$ cat config.mk
export PLATFORM = sky130hd
export DESIGN_NAME = sw_out_arb_flat
export DESIGN_NICKNAME = d
export VERILOG_FILES = /design/src/rtl/sw_out_arb_if.sv /design/src/rtl/sw_out_arb.sv /design/src/flat_wrapper.sv
export SDC_FILE = /design/constraint.sdc
export NUM_CORES = 1
export LEC_CHECK = 0
export CAP_MARGIN = 20
export CORE_MARGIN = 1
export CORE_UTILIZATION = 49
export CTS_CLUSTER_DIAMETER = 80
export CTS_CLUSTER_SIZE = 25
export DETAILED_ROUTE_END_ITERATION = 8
export PLACE_DENSITY = 0.76
export REMOVE_ABC_BUFFERS = 1
export SLEW_MARGIN = 40
export SYNTH_ARGS = -nofsm -noshare
export SYNTH_HDL_FRONTEND = slang
export SYNTH_SLANG_ARGS = --single-unit
$ cat constraint.sdc
create_clock -name clk -period 2.9 [get_ports clk]
set_clock_uncertainty 0.05 [all_clocks]
set_input_delay 0.29 -clock clk [delete_from_list [all_inputs] [get_ports clk]]
set_output_delay 0.29 -clock clk [all_outputs]
set_load 0.05 [all_outputs]
$ cat src/rtl/sw_out_arb_if.sv
// Handshake bundle between the input ports and one output-port arbiter of the 4-port switch.
// master = requesting input side, slave = the arbiter itself.
interface sw_out_arb_if #(
  parameter int NPORT = 4,
  parameter int SELW  = 2
);
  logic [NPORT-1:0] req;
  logic [NPORT-1:0] tail;
  logic [NPORT-1:0] grant;
  logic [SELW-1:0]  sel;
  logic             busy;
  logic             timeout;

  modport master (
    output req,
    output tail,
    input  grant,
    input  sel,
    input  busy,
    input  timeout
  );

  modport slave (
    input  req,
    input  tail,
    output grant,
    output sel,
    output busy,
    output timeout
  );
endinterface

$ cat src/rtl/sw_out_arb.sv
// Packet-granular round-robin arbiter for one switch output port, with a watchdog that
// force-releases a lock whose tail flit never shows up.
module sw_out_arb #(
  parameter int NPORT  = 4,
  parameter int SELW   = 2,
  parameter int MAXLEN = 16,
  parameter int CNTW   = 5
) (
  input  logic         clk,
  input  logic         rst,
  sw_out_arb_if.slave  arb
);

  typedef enum logic {
    ST_IDLE = 1'b0,
    ST_LOCK = 1'b1
  } state_e;

  state_e           state_q, state_d;
  logic [NPORT-1:0] grant_q, grant_d;
  logic [SELW-1:0]  sel_q,   sel_d;
  logic             busy_q,  busy_d;
  logic             timeout_q, timeout_d;
  logic [SELW-1:0]  ptr_q,   ptr_d;
  logic [CNTW-1:0]  cnt_q,   cnt_d;

  logic [NPORT-1:0] req_rot;
  logic [SELW-1:0]  pick_off;
  logic [SELW-1:0]  pick_idx;
  logic [NPORT-1:0] pick_onehot;

  // Rotate requests so that position 0 is the current highest-priority input; the
  // SELW-bit add wraps modulo NPORT because NPORT is a power of two.
  generate
    for (genvar gi = 0; gi < NPORT; gi++) begin : g_rot
      assign req_rot[gi] = arb.req[ptr_q + SELW'(gi)];
    end
  endgenerate

  always_comb begin
    pick_off = '0;
    for (int k = NPORT - 1; k >= 0; k--) begin
      if (req_rot[k]) begin
        pick_off = SELW'(k);
      end
    end
  end

  assign pick_idx = ptr_q + pick_off;

  generate
    for (genvar gi = 0; gi < NPORT; gi++) begin : g_onehot
      assign pick_onehot[gi] = (pick_idx == SELW'(gi));
    end
  endgenerate

  always_comb begin
    state_d   = state_q;
    grant_d   = grant_q;
    sel_d     = sel_q;
    busy_d    = busy_q;
    ptr_d     = ptr_q;
    cnt_d     = cnt_q;
    timeout_d = 1'b0;

    case (state_q)
      ST_IDLE: begin
        grant_d = '0;
        busy_d  = 1'b0;
        if (|arb.req) begin
          grant_d = pick_onehot;
          sel_d   = pick_idx;
          busy_d  = 1'b1;
          cnt_d   = '0;
          state_d = ST_LOCK;
        end
      end

      ST_LOCK: begin
        // Only the owner's tail matters; a tail on the expiry cycle wins over the watchdog.
        if (arb.tail[sel_q]) begin
          grant_d = '0;
          busy_d  = 1'b0;
          ptr_d   = sel_q + SELW'(1);
          state_d = ST_IDLE;
        end else if (cnt_q == CNTW'(MAXLEN - 1)) begin
          grant_d   = '0;
          busy_d    = 1'b0;
          ptr_d     = sel_q + SELW'(1);
          timeout_d = 1'b1;
          state_d   = ST_IDLE;
        end else begin
          cnt_d = cnt_q + CNTW'(1);
        end
      end

      default: begin
        grant_d = '0;
        busy_d  = 1'b0;
        state_d = ST_IDLE;
      end
    endcase
  end

  always_ff @(posedge clk or negedge rst) begin
    if (!rst) begin
      state_q   <= ST_IDLE;
      grant_q   <= '0;
      sel_q     <= '0;
      busy_q    <= 1'b0;
      timeout_q <= 1'b0;
      ptr_q     <= '0;
      cnt_q     <= '0;
    end else begin
      state_q   <= state_d;
      grant_q   <= grant_d;
      sel_q     <= sel_d;
      busy_q    <= busy_d;
      timeout_q <= timeout_d;
      ptr_q     <= ptr_d;
      cnt_q     <= cnt_d;
    end
  end

  assign arb.grant   = grant_q;
  assign arb.sel     = sel_q;
  assign arb.busy    = busy_q;
  assign arb.timeout = timeout_q;

endmodule
$ cat src/flat_wrapper.sv
// flat-port wrapper written by rule: the top's interface ports become plain ports
module sw_out_arb_flat 
#(
  parameter int NPORT  = 4,
  parameter int SELW   = 2,
  parameter int MAXLEN = 16,
  parameter int CNTW   = 5
)
  (clk, rst, arb_req, arb_tail, arb_grant, arb_sel, arb_busy, arb_timeout);
  sw_out_arb_if #(.NPORT(NPORT), .SELW(SELW)) arb_i ();
  input  logic clk;
  input  logic rst;
  input wire logic [$bits(arb_i.req)-1:0] arb_req;
  input wire logic [$bits(arb_i.tail)-1:0] arb_tail;
  output wire logic [$bits(arb_i.grant)-1:0] arb_grant;
  output wire logic [$bits(arb_i.sel)-1:0] arb_sel;
  output wire logic [$bits(arb_i.busy)-1:0] arb_busy;
  output wire logic [$bits(arb_i.timeout)-1:0] arb_timeout;
  assign arb_i.req = arb_req;
  assign arb_i.tail = arb_tail;
  assign arb_grant = arb_i.grant;
  assign arb_sel = arb_i.sel;
  assign arb_busy = arb_i.busy;
  assign arb_timeout = arb_i.timeout;
  sw_out_arb #(.NPORT(NPORT), .SELW(SELW), .MAXLEN(MAXLEN), .CNTW(CNTW)) u_core (.clk(clk), .rst(rst), .arb(arb_i));
endmodule
==> results.sh <==
export IMPL_status="finished clean"
export IMPL_rows=15
export IMPL_yosys_top_cells_count="17 x nand2_1, 16 x dfrtp_1, 12 x nor2_1, 10 x nand3_1, 10 x o21ai_0"
export IMPL_crit_chain="clkdlybuf4s50_1 > nor2_1 > a221oi_1 > a31oi_1 > a211o_1 > ha_1 > xor2_1 > and3_1 > nand3_1 > nand3_1"
export IMPL_grt_overflow_total=0
export IMPL_min_period_ps=2314
export IMPL_startpoint_type="input port"
export IMPL_crit_end="u_core.arb.grant[3]$_DFFE_PN0P_"
export IMPL_crit_fanout=8
export IMPL_dieArea_sq_um=2118
export IMPL_peakVddDrop_mv=0.5857
export IMPL_ys_top_cells_by_area="dfrtp_1 42%, nand2_1 6.7%, nand3_1 5.3%"
export IMPL_power_leakage_nw=0.5041
export IMPL_clk_pin_slew_ps=100
export IMPL_slowest_delay_ps=620
export IMPL_syn_avg_cell_area_sq_um=8.793
export IMPL_fillers=159
export IMPL_root_buffer="clkbuf_4"
export IMPL_grt_pass1_vias=783
export IMPL_htreeDepth=1
export IMPL_cp_required_ps=3080
export IMPL_finalPower_mw=1.249
export IMPL_drc_errors=0
export IMPL_rsz0062_at_grt="no"
export IMPL_slowest_stage="clkdlybuf4s50_1"
export IMPL_ff2ff_path_depth=9
export IMPL_fp_dieH_microns=46.03
export IMPL_cap_viol_max_count=0
export IMPL_cts_setup_buffers=0
export IMPL_synth_seq_cells=16
export IMPL_synth_cell_types=31
export IMPL_async_flop_share_pct=100.0
export IMPL_yosysTopAreaCell="dfrtp_1"
export IMPL_dp_hpwl_microns=1471
export IMPL_fin_crit_sh_pct=79.80
export IMPL_rrSetupSlack_ps=600
export IMPL_fin_nets=139
export IMPL_start_util_pct=53.83
export IMPL_clockBufferDepth=2
export IMPL_r2r_end="u_core.arb.grant[3]$_DFFE_PN0P_"
export IMPL_synth_fa_ha_area_share_pct=3.953
export IMPL_fmax_mhz=432.1
export IMPL_tns_ps=0
export IMPL_drv_slew=0
export IMPL_ctsHoldBuffers=0
export IMPL_antenna_found_initial=0
export IMPL_cts_buffers=3
export IMPL_multi_input_area_sq_um=526.8
export IMPL_ys_flop_type="dfrtp_1"
export IMPL_core_area_sq_um=1764
export IMPL_path_common_cell="nand3_1"
export IMPL_io_pins=18
export IMPL_area_delta_synth_final_pct=23.06
export IMPL_dp_cells=146
export IMPL_end_kind="flop"
export IMPL_n_antenna_cell=0
export IMPL_crit_type="input port to flop"
export IMPL_fp_dieW_microns=46.03
export IMPL_syn_inst=108
export IMPL_syn_area_sq_um=949.7
export IMPL_drt_pass1_iterations=4
export IMPL_critPathArrivalTime_ps=2490
export IMPL_tritoncts="built"
export IMPL_tightest_slew_ps=714.8
export IMPL_via_per_inst=5.740
export IMPL_drive_above_1_share_pct=7.200
export IMPL_grt_start_max_net_pins=17
export IMPL_antenna_left=0
export IMPL_startpoint="arb_req[0]"
export IMPL_clock_sinks=16
export IMPL_totalWireLength_microns=2052
export IMPL_power_density_nw_per_um2=1069
export IMPL_final_core_util_pct=66.24
export IMPL_worst_path_buf_inv=1
export IMPL_cts_resized=0
export IMPL_vias=861
export IMPL_ys_warn_count=0
export IMPL_hold_viol=0
export IMPL_slew_headroom_pct=52.20
export IMPL_yosysMostFrequentCell="nand2_1"
export IMPL_avgRoutedWirePerCell_microns=13.68
export IMPL_portBuffers=17
export IMPL_synth_edf_count=0
export IMPL_seq_area_frac_synth_pct=42.16
export IMPL_final_seq_area_sq_um=400.4
export IMPL_layoutNonFillerInstCount=150
export IMPL_critPathTopFamily="compound AO/OA/AOI/OAI gates"
export IMPL_synthSimpleGateAreaFrac_pct=28.33
export IMPL_muxShareOfSynthArea_pct=3.426
export IMPL_insertion_delay_ps=300
export IMPL_gp_congestion=0.7916
export IMPL_synth_xor_area_share_pct=3.689
export IMPL_hold_path_class="input port to asynchronous set/reset pin"
export IMPL_synth_top_area_share_pct=42.16
export IMPL_synth_compound_area_share_pct=16.07
export IMPL_crit_cells=10
export IMPL_synth_top_family_by_area="simple AND/OR/NAND/NOR gates"
export IMPL_rr_startpoint="u_core.ptr_q[0]$_DFFE_PN0P_"
export IMPL_grt_pass1_wl_microns=3367
export IMPL_grt_use_total_pct=22.69
export IMPL_drt_iter0_drc=21
export IMPL_setup_viol=0
kinds of logic after synthesis:
logic type / Yosys count
flops: 16
xor+xnor: 4
buf+inv: 5
compound gates: 23
fa+ha+maj: 3
simple gates: 55
mux: 2
cells in the final DEF, fill, tap and decap left out, drive strengths merged, types with 4 or more instances in the layout:
cell	n
o21ai	10
nand2	17
nand3	10
nor2	12
clkdlybuf4s50	17
dfrtp	16
a21oi	4
clkbuf	4
flip-flops by register name, summed over array words and instances, names as in the netlist:
name	count
u_core.arb.busy	1
u_core.arb.grant	4
u_core.arb.sel	2
u_core.arb.timeout	1
u_core.cnt_q	5
u_core.ptr_q	2
u_core.state_q	1
per-stage QoR:
stage	hold WS, ps	cell area (sq um)	setup slack (ps)
floorplan	-55.59	930.9	668.6
global placement	414.4	1132	367.7
detailed placement	420.9	1132	301.7
CTS	383.9	1169	601.1
global route	424.8	1169	414.9
finish	359.8	1169	585.7
how the worst min path moves through the flow:
stage,slack (ps),from,cells after the start,to
floorplan,-60,rst,0,u_core.arb.busy$_DFFE_PN0P_
global placement,410,u_core.arb.busy$_DFFE_PN0P_,2,u_core.arb.busy$_DFFE_PN0P_
detailed placement,420,u_core.arb.busy$_DFFE_PN0P_,2,u_core.arb.busy$_DFFE_PN0P_
CTS,380,rst,1,u_core.ptr_q[1]$_DFFE_PN0P_
global route,420,rst,1,u_core.ptr_q[1]$_DFFE_PN0P_
finish,360,rst,1,u_core.ptr_q[1]$_DFFE_PN0P_
routing by layer:
metal	GRT usage, %	wire [microns]
met1	28.75	905
met2	37.46	1002
met3	3.571	120
met4	10.59	23
met5	0	0
final cells by class:
| cell class | instances | share of cell area [%] |
|---|---|---|
| repair buffers | 17 | 14.56 |
| multi-input cells | 87 | 45.07 |
| flip-flops and latches | 16 | 34.26 |
| inverters | 1 | 0.3212 |
| clock buffers | 4 | 3.105 |
| well taps | 25 | 2.677 |
power breakdown:
group | switching [mW] | total, mW | internal [mW]
logic | 0.407 | 0.681 | 0.275
registers | 0.106 | 0.417 | 0.311
clock network | 0.0747 | 0.151 | 0.0766
Note: power is estimated with default switching activity, not from simulation.
